$ cat src/rtl/pratica2_pkg.sv
// Shared definitions for the pratica2 processor and its instruction fetch stage:
// opcode constants, IR field positions and the fetch-state encoding.
package pratica2_pkg;

    localparam int IR_W = 9;

    // IR layout is III XXX YYY
    localparam int IR_OP_MSB = 8;
    localparam int IR_OP_LSB = 6;
    localparam int IR_X_MSB  = 5;
    localparam int IR_X_LSB  = 3;
    localparam int IR_Y_MSB  = 2;
    localparam int IR_Y_LSB  = 0;

    localparam logic [2:0] OP_MV   = 3'b000;
    localparam logic [2:0] OP_MVI  = 3'b001;
    localparam logic [2:0] OP_ADD  = 3'b010;
    localparam logic [2:0] OP_SUB  = 3'b011;
    localparam logic [2:0] OP_HALT = 3'b111;

    typedef enum logic [2:0] {
        FS_IDLE,
        FS_F_ADDR,
        FS_F_DATA,
        FS_I_ADDR,
        FS_I_DATA,
        FS_ISSUE,
        FS_WAIT,
        FS_HALT
    } fetch_state_t;

    function automatic logic [2:0] ir_opcode(input logic [IR_W-1:0] ir_word);
        return ir_word[IR_OP_MSB:IR_OP_LSB];
    endfunction

endpackage

$ cat src/rtl/instr_fetch.sv
// Program sequencer feeding the pratica2 processor: fetches instruction words
// (plus the immediate for MVI) from an external synchronous ROM and issues them with a run strobe.
module instr_fetch
    import pratica2_pkg::*;
#(
    parameter int ADDR_W = 5,
    parameter int DATA_W = 16
) (
    input  logic              clock,
    input  logic              reset,
    input  logic              start,
    input  logic              done,
    output logic [ADDR_W-1:0] mem_addr,
    input  logic [DATA_W-1:0] mem_data,
    output logic [IR_W-1:0]   ir,
    output logic [DATA_W-1:0] din,
    output logic              run,
    output logic [ADDR_W-1:0] pc,
    output logic              halted
);

    fetch_state_t      state_q, state_d;
    logic [ADDR_W-1:0] pc_q, pc_d;
    logic [ADDR_W-1:0] mem_addr_q;
    logic [IR_W-1:0]   ir_q, ir_d;
    logic [DATA_W-1:0] din_q, din_d;

    always_comb begin
        state_d = state_q;
        pc_d    = pc_q;
        ir_d    = ir_q;
        din_d   = din_q;
        unique case (state_q)
            FS_IDLE: begin
                if (start) begin
                    state_d = FS_F_ADDR;
                end
            end
            FS_F_ADDR: state_d = FS_F_DATA;
            FS_F_DATA: begin
                ir_d = mem_data[IR_W-1:0];
                pc_d = pc_q + ADDR_W'(1);
                if (ir_opcode(mem_data[IR_W-1:0]) == OP_HALT) begin
                    state_d = FS_HALT;
                end else if (ir_opcode(mem_data[IR_W-1:0]) == OP_MVI) begin
                    state_d = FS_I_ADDR;
                end else begin
                    state_d = FS_ISSUE;
                end
            end
            FS_I_ADDR: state_d = FS_I_DATA;
            FS_I_DATA: begin
                din_d   = mem_data;
                pc_d    = pc_q + ADDR_W'(1);
                state_d = FS_ISSUE;
            end
            FS_ISSUE: state_d = FS_WAIT;
            FS_WAIT: begin
                if (done) begin
                    state_d = FS_F_ADDR;
                end
            end
            FS_HALT: state_d = FS_HALT;
            default: state_d = FS_IDLE;
        endcase
    end

    // mem_addr tracks the next pc so the ROM read is already in flight in F_ADDR/I_ADDR
    always_ff @(posedge clock or posedge reset) begin
        if (reset) begin
            state_q    <= FS_IDLE;
            pc_q       <= '0;
            mem_addr_q <= '0;
            ir_q       <= '0;
            din_q      <= '0;
        end else begin
            state_q    <= state_d;
            pc_q       <= pc_d;
            mem_addr_q <= pc_d;
            ir_q       <= ir_d;
            din_q      <= din_d;
        end
    end

    assign mem_addr = mem_addr_q;
    assign pc       = pc_q;
    assign ir       = ir_q;
    assign din      = din_q;
    assign run      = (state_q == FS_ISSUE);
    assign halted   = (state_q == FS_HALT);

endmodule

$ cat config.mk
export PLATFORM = sky130hd
export DESIGN_NAME = instr_fetch
export DESIGN_NICKNAME = d
export VERILOG_FILES = /design/src/rtl/pratica2_pkg.sv /design/src/rtl/instr_fetch.sv
export SDC_FILE = /design/constraint.sdc
export NUM_CORES = 1
export LEC_CHECK = 0
export ABC_AREA = 1
export BUFFER_PORTS_ARGS = -buffer_cell sky130_fd_sc_hd__clkbuf_2
export CORE_ASPECT_RATIO = 0.6
export CORE_MARGIN = 5
export CORE_UTILIZATION = 52
export DETAILED_ROUTE_END_ITERATION = 10
export PLACE_DENSITY = 0.85
export REMOVE_ABC_BUFFERS = 1
export SLEW_MARGIN = 30
export SYNTH_ARGS = -nofsm -noshare
export SYNTH_HDL_FRONTEND = slang
export SYNTH_SLANG_ARGS = --single-unit
$ cat constraint.sdc
create_clock -name clock -period 2.8 [get_ports clock]
set_input_delay 0.28 -clock clock [delete_from_list [all_inputs] [get_ports clock]]
set_output_delay 0.28 -clock clock [all_outputs]
set_load 0.03 [all_outputs]
Word-level counts from Yosys, hierarchy flattened --
Cells that the tools add are included.
Word-level totals: output and inout bits 37, memories 0, word-level logic and storage cells 24, bits in latches 0, bits in writable memories 0, bits in read-only memories 0, register bits after elaboration 33
Operators by class: $add $sub $neg 1, multiply operators 0, eq/ne operators 11, mux-type cells 5, shift operators 0, bitwise gates (word level) 0, divide/modulo/power cells 0, $lt $le $gt $ge 0, reductions and logical operators 3
Operators by type and width (number):
- 3-bit one-hot mux with 8 select lines | 1
- 3-bit equality test, second input constant | 5
- 3-bit 2-to-1 mux | 4
- 3-bit by 1-bit equality test with 1-bit output, second input constant | 2
- 3-bit by 2-bit equality test with 1-bit output, second input constant | 2
- 5-bit by 1-bit adder with 5-bit output, second input constant | 1
- 2-bit inequality test, second input constant | 2
- 3-bit logical NOT | 1
- 2-bit AND reduction | 1
- 2-bit OR reduction | 1

Depth between registers and ports, before layout --
Gate-level depths: netlist of the first run.
depth after elaboration 4, depth in mapped cells 6

Least setup slack after synthesis of the first run --
OpenSTA, ideal clock, no wires.
path kind reg2out, from reg state_q[1], to out run, data required time 2.520 ns, cell stages (with the launch flop) 3, data arrival time 1.192 ns, setup slack 1.328 ns, cell sequence dfrtp_1 > buf_6 > nor3_1
Between the ends: word-level cells in the longest chain between the ends 1
Ends and longest elaborated chain:
- start, declared | line instr_fetch.sv:22 | fetch_state_t state_q, state_d;
- start signal, assigned | line instr_fetch.sv:77 | state_q <= state_d;
- 3-bit equality test | line instr_fetch.sv:89 | assign run = (state_q == FS_ISSUE);
- end, declared | line instr_fetch.sv:17 | output logic run,
Every way passes these cells.

Final worst setup path of the first run --
from reg state_q[2], to out halted
Between the ends: word-level cells in the longest chain between the ends 1
Ends and longest elaborated chain:
- 3-bit equality test | line instr_fetch.sv:90 | assign halted = (state_q == FS_HALT);
- end, declared | line instr_fetch.sv:19 | output logic halted
Every way passes these cells.

==> results.yml, run 1 <==
timing:
  fin_setup_tns_ns: 0
  worst_slack_ns: 1.10
  tightest_slew_ns: 0.416
  clock.fmax_ghz: 0.589
  rsz0062_at_grt: "false"
  setup-violations-final: 0
  slew_headroom_pct: 72.2
  layout_min_cycle_time_ns: 1.70
  hold_violations: 0
  drv_slew: 0
  finClkSkew_ns: 0.00477
  period_share_pct: 60.6
layout:
  antenna_cells: 0
  layout.area.seq_um2: 826
  layout.nets: 240
  syn_to_final_growth_pct: 20.8
  multiInputGateArea_um2: 566
  fillers: 254
  drive_gt1_share_pct: 39.3
  post-route-util_pct: 65.5
  design_area_um2: 1880
worst_setup_path:
  r2r-end: "mem_addr[4]"
  worst-r2r-cell-count: 5
  rr_startpoint: "state_q[1]"
  required_ns: 2.52
  critPathArrivalTime_ns: 1.42
  cp_num_buf_inv: 2
  end_kind: "output pin"
  cp-endpoint: "halted"
  crit_path_max_incr_delay_ns: 0.58
  path_depth: 3
  crit_path_top_delay_cell: "dfrtp_1"
  path_cells: "inv_2 > nor3_1 > clkbuf_2"
  crit_fanout: 12
  crit_type: "reg2out"
  critPathLaunchType: "flop"
  startpoint: "state_q[2]"
  crit_family: "flip-flops"
  rrSetupSlack_ns: 1.32
routing:
  dr.first_iter.drc_count: 45
  detail_route.first_pass.iterations: 5
  wire_per_inst_um: 12.4
  drc: 0
  route.vias.total: 1273
  vias_per_cell: 4.88
  wl_um: 3240
  ant_nets: 0
floorplan:
  io_pins: 57
  dieArea_um2: 4230
  fp.dieH_um: 52.4
  std_cell_rows: 15
  fp.dieW_um: 80.7
  start_util_pct: 54.2
  core-area_um2: 2870
grt:
  grtUsageTotal_pct: 16.9
  grt.busiest_layer: "met1"
  gr-usage-met3_pct: 7.56
  grt_pass1_vias: 1117
  grt_max_degree: 34
  grt_pass1_wl_um: 5220
  gr-total-overflow: 0
  use_met2_pct: 22.8
  gr-usage-met1_pct: 23.9
  antenna_found_initial: 0
placed_design:
  gp_congestion: 0.780
  io_buffers: 56
  hpwl_um: 2430
  placed_cell_area_um2: 1800
  dp_slack_ns: 1.34
synth:
  synth_edf_count: 0
  ys_seq_elements: 33
  netlist_area_um2: 1560
  ys_seq_area_share_pct: 53.0
  synthCells: 167
  yosysTopAreaCell: "dfrtp_1"
  synthFlopType: "dfrtp_1"
  async_flop_share_pct: 100
  ys_types: 23
  yosys.area.top_type_share_pct: 53.0
  synth.most_common_cell: "nand2_1"
  synthTopCellsByArea: "dfrtp_1 53%, nand2_1 12%, o21ai_2 5.1%"
  ys_top_cells_by_count: "48 x nand2_1, 33 x dfrtp_1, 15 x inv_1"
  syn_area_per_cell_um2: 9.33
  yosysWarnings: 0
pwr:
  powerDensity_nw_per_um2: 459
  peakVddDrop_v: 0.000309
  leakage_nw: 1.02
clocking:
  cts.sinks: 33
  cts_resized: 0
  cts.reportedPaths.clkPinSlew_ns: 0.07
  cts_buffers: 5
  tritoncts: "yes"
  clk_latency_ns: 0.28
  postCtsHoldBufs: 0
  htree_levels: 2
  cts_root_buffer: "clkbuf_8"
  cts_setup_buffers: 0
  clockBufferDepth: 2
run_status:
  status: "finished clean"
run:
  maxCapViolCount: 0
worst_hold_path:
  worstHoldPathType: "in2async"
-- final cells by class --
class	instances	area share (%)
timing repair buffer	57	15.3
clock buffer	7	4.59
multi-input combinational	105	30.1
tap	42	2.79
inverter	17	3.39
sequential	33	43.9
-- where the power goes --
group / internal, mW / switching [mW]
Combinational: 0.0124 / 0.0201
Sequential: 0.477 / 0
Clock: 0.195 / 0.160
-- per-stage QoR --
stage,power (mW),hold slack (ns),cells
2_1_floorplan,0.500,0.409,155
5_1_grt,0.901,0.109,261
6_report,0.864,0.0441,261
3_5_place_dp,0.519,0.369,254
3_3_place_gp,0.519,0.361,254
4_1_cts,0.873,0.0613,261
-- cell families after synthesis --
kind of cell | after synthesis | share of synthesized area, %
simple gates | 82 | 26.0
xor+xnor | 1 | 0.562
buf+inv | 29 | 10.7
fa+ha+maj | 1 | 0.803
flops | 33 | 53.0
compound gates | 21 | 8.92
-- how the worst min path moves through the flow --
stage,end,slack (ns),cells past startpoint
after floorplan,din[0],0.41,1
after global placement,ir[6],0.36,3
after detailed placement,din[4],0.37,3
after CTS,ir[4],0.06,3
after global routing,din[5],0.11,3
final,ir[4],0.04,3
-- placed cells by master (no fill, tap or decap) --
cell type / instances
clkbuf_2: 56
a21oi_1: 2
clkbuf_8: 6
xor2_1: 1
nand3_1: 13
nor2_1: 4
nand3b_1: 1
o21ai_2: 9
ha_1: 1
o21ai_0: 1
nand2_2: 4
nor2_4: 1
nand2_4: 1
o21ai_1: 9
buf_4: 1
nand3_4: 1
nor3_1: 2
inv_1: 15
inv_2: 2
clkbuf_1: 1
nand3_2: 5
nand4_1: 2
dfrtp_1: 33
nand2_1: 48
-- state kept, by name, indices dropped and copies added, names as in the netlist --
register and flops:
din 16, ir 9, mem_addr 5, state_q 3
-- routing by layer --
metal	routed length [um]	up-vias
met5	0	-
li1	-	636
met4	55	0
met1	1560	571
met2	1250	58
met3	367	8
-- worst reg2reg max path, stage by stage (launching register included) --
cell     delay [ns]
dfrtp_1        0.48
nor2_4         0.24
nand2_4        0.29
nand2_1        0.27
nand2_1        0.08
nand2_1        0.06
Note: power is estimated with default switching activity, not from simulation.
==> run 2: changes to the inputs <==
--- a/config.mk
+++ b/config.mk
@@ -9,9 +9,9 @@
 export BUFFER_PORTS_ARGS = -buffer_cell sky130_fd_sc_hd__clkbuf_2
 export CORE_ASPECT_RATIO = 0.6
 export CORE_MARGIN = 5
-export CORE_UTILIZATION = 52
+export CORE_UTILIZATION = 48
 export DETAILED_ROUTE_END_ITERATION = 10
-export PLACE_DENSITY = 0.85
+export PLACE_DENSITY = 0.8
 export REMOVE_ABC_BUFFERS = 1
 export SLEW_MARGIN = 30
 export SYNTH_ARGS = -nofsm -noshare
==> constraint.sdc (replaced) <==
create_clock -name clock -period 1.6 [get_ports clock]
set_input_delay 0.16 -clock clock [delete_from_list [all_inputs] [get_ports clock]]
set_output_delay 0.16 -clock clock [all_outputs]
set_load 0.03 [all_outputs]
==> results.yml, run 2 (synthesized netlist as in run 1, its figures left out) <==
run_status:
  status: "finished clean"
layout:
  final_cell_mix: "56 x clkbuf_2, 48 x nand2_1, 33 x dfrtp_1"
  largest_reg_flops: 16
  syn_to_final_growth_pct: 24.1
  drive_gt1_share_pct: 40.6
  antenna_cells: 0
  final_common_cell: "clkbuf_2"
  layout.nets: 244
timing:
  layout_min_cycle_time_ns: 1.50
  drv_slew: 0
  finClkSkew_ns: 0.00441
  clock.fmax_ghz: 0.665
  hold_violations: 0
  rsz0062_at_grt: "false"
  slew_headroom_pct: 73.3
  tightest_slew_ns: 0.400
  hold-worst-slack_ns: 0.106
  fin_setup_tns_ns: 0
  setup-violations-final: 0
  period_share_pct: 94.0
worst_setup_path:
  cp_num_buf_inv: 2
  required_ns: 1.44
  critPathArrivalTime_ns: 1.34
  crit_path_max_incr_delay_ns: 0.49
  critPathLaunchType: "flop"
  startpoint: "state_q[2]"
  crit_path_top_delay_cell: "dfrtp_1"
  end_kind: "output pin"
  crit_type: "reg2out"
  rr_startpoint: "state_q[2]"
  crit_family: "flip-flops"
  path_cells: "inv_2 > nor3_1 > clkbuf_2"
  crit_fanout: 6
routing:
  met2WireLength_um: 1290
  route.vias.total: 1212
  dr.first_iter.drc_count: 49
  wl_met3_um: 277
  drc: 0
  routed.top_layer: "met4"
  vias_per_cell: 4.51
  wl_um: 3180
  wire_per_inst_um: 11.8
  detail_route.first_pass.iterations: 4
  ant_nets: 0
  drt-met1-wl_um: 1570
grt:
  grtUsageTotal_pct: 15.7
  gr-total-overflow: 0
  grt_pass1_vias: 1185
  antenna_found_initial: 0
  grt_max_degree: 34
  grt_pass1_wl_um: 5400
clocking:
  htree_levels: 2
  clockBufferDepth: 2
  cts.reportedPaths.clkPinSlew_ns: 0.06
  cts_root_buffer: "clkbuf_8"
  clk_latency_ns: 0.28
  cts.sinks: 33
  tritoncts: "yes"
  cts_buffers: 5
  cts_setup_buffers: 0
pwr:
  p_sw_uw: 309
  powerDensity_nw_per_um2: 804
  total_power_mw: 1.55
  leakage_nw: 1.04
  swShare_pct: 19.9
  seq_power_share_pct: 53.7
  peakVddDrop_v: 0.000349
  p_int_mw: 1.25
  pwr-share-comb_pct: 3.7
  clockPowerShare_pct: 42.6
floorplan:
  fp.dieW_um: 83.5
  dieArea_um2: 4520
  std_cell_rows: 16
  fp.dieH_um: 54.1
  io_pins: 57
  core-area_um2: 3180
  start_util_pct: 48.9
worst_hold_path:
  worstHoldPathType: "in2reg"
  hp-start: "mem_data[10]"
placed_design:
  hpwl_um: 2410
  gp_congestion: 0.781
  io_buffers: 56
run:
  maxCapViolCount: 0
==> run 2: cell types whose count changed in the layout (fill, tap and decap cells not counted) <==
cell / delta
buf_4: +3
clkbuf_1: -1
clkbuf_8: +1
clkinv_2: +1
dlygate4sd3_1: +1
==> run 2: tightest hold or removal path, cell delays in order <==
cell      delay, ns
clkbuf_2       0.08
nand3_1        0.06
nand2_1        0.05
==> run 2: area by class of cell <==
cell class              count  area [um^2]
clock buffers               7         96.3
clock inverters             1         5.00
fillers                   292         1250
inverters                  17         63.8
multi-input cells         105          566
flip-flops and latches     33          826
well taps                  45         56.3
repair buffers             61          320
==> run 2: timing repair <==
action | CTS | global route
resized for setup | 0 | 0
hold buffers | 1 | 0
endpoints found under the hold margin | 33 | 0
endpoints found under the setup margin | 0 | 0
==> run 2: path summary, 6_finish.rpt <==
| kind | endpoint | slack, ns | cells past startpoint |
|---|---|---|---|
| max | run | 0.1 | 3 |
| max in group asynchronous | ir[7] | 0.82 | 4 |
| min in group asynchronous | din[11] | 0.50 | 4 |
| max reg2reg | mem_addr[1] | 0.25 | 5 |
| min | din[10] | 0.11 | 3 |
| min reg2reg | din[14] | 0.47 | 2 |
==> run 2: metrics by stage <==
stage | worst slack (ns) | cell area [um^2] | cells | utilization (%)
finish | 0.0959 | 1930 | 269 | 60.7
global route | 0.0192 | 1930 | 269 | 60.7
CTS | 0.0680 | 1930 | 269 | 60.7
detailed placement | 0.256 | 1820 | 260 | 57.2
global placement | 0.322 | 1820 | 260 | 57.2
floorplan | 0.0791 | 1460 | 155 | -
==> run 2: metal layers <==
layer | vias to the layer above | global-route usage [%]
met2 | 40 | 23.7
met5 | - | 0
met4 | 0 | 6.68
li1 | 635 | -
met1 | 531 | 20.2
met3 | 6 | 6.42
==> run 2: power by group through the flow <==
| stage | clock network, mW | registers [mW] | logic (mW) |
|---|---|---|---|
| 2_1_floorplan | 0 | 0.850 | 0.0244 |
| 3_3_place_gp | 0 | 0.850 | 0.0570 |
| 3_5_place_dp | 0 | 0.850 | 0.0570 |
| 4_1_cts | 0.684 | 0.834 | 0.0594 |
| 5_1_grt | 0.728 | 0.834 | 0.0668 |
| 6_report | 0.662 | 0.835 | 0.0575 |
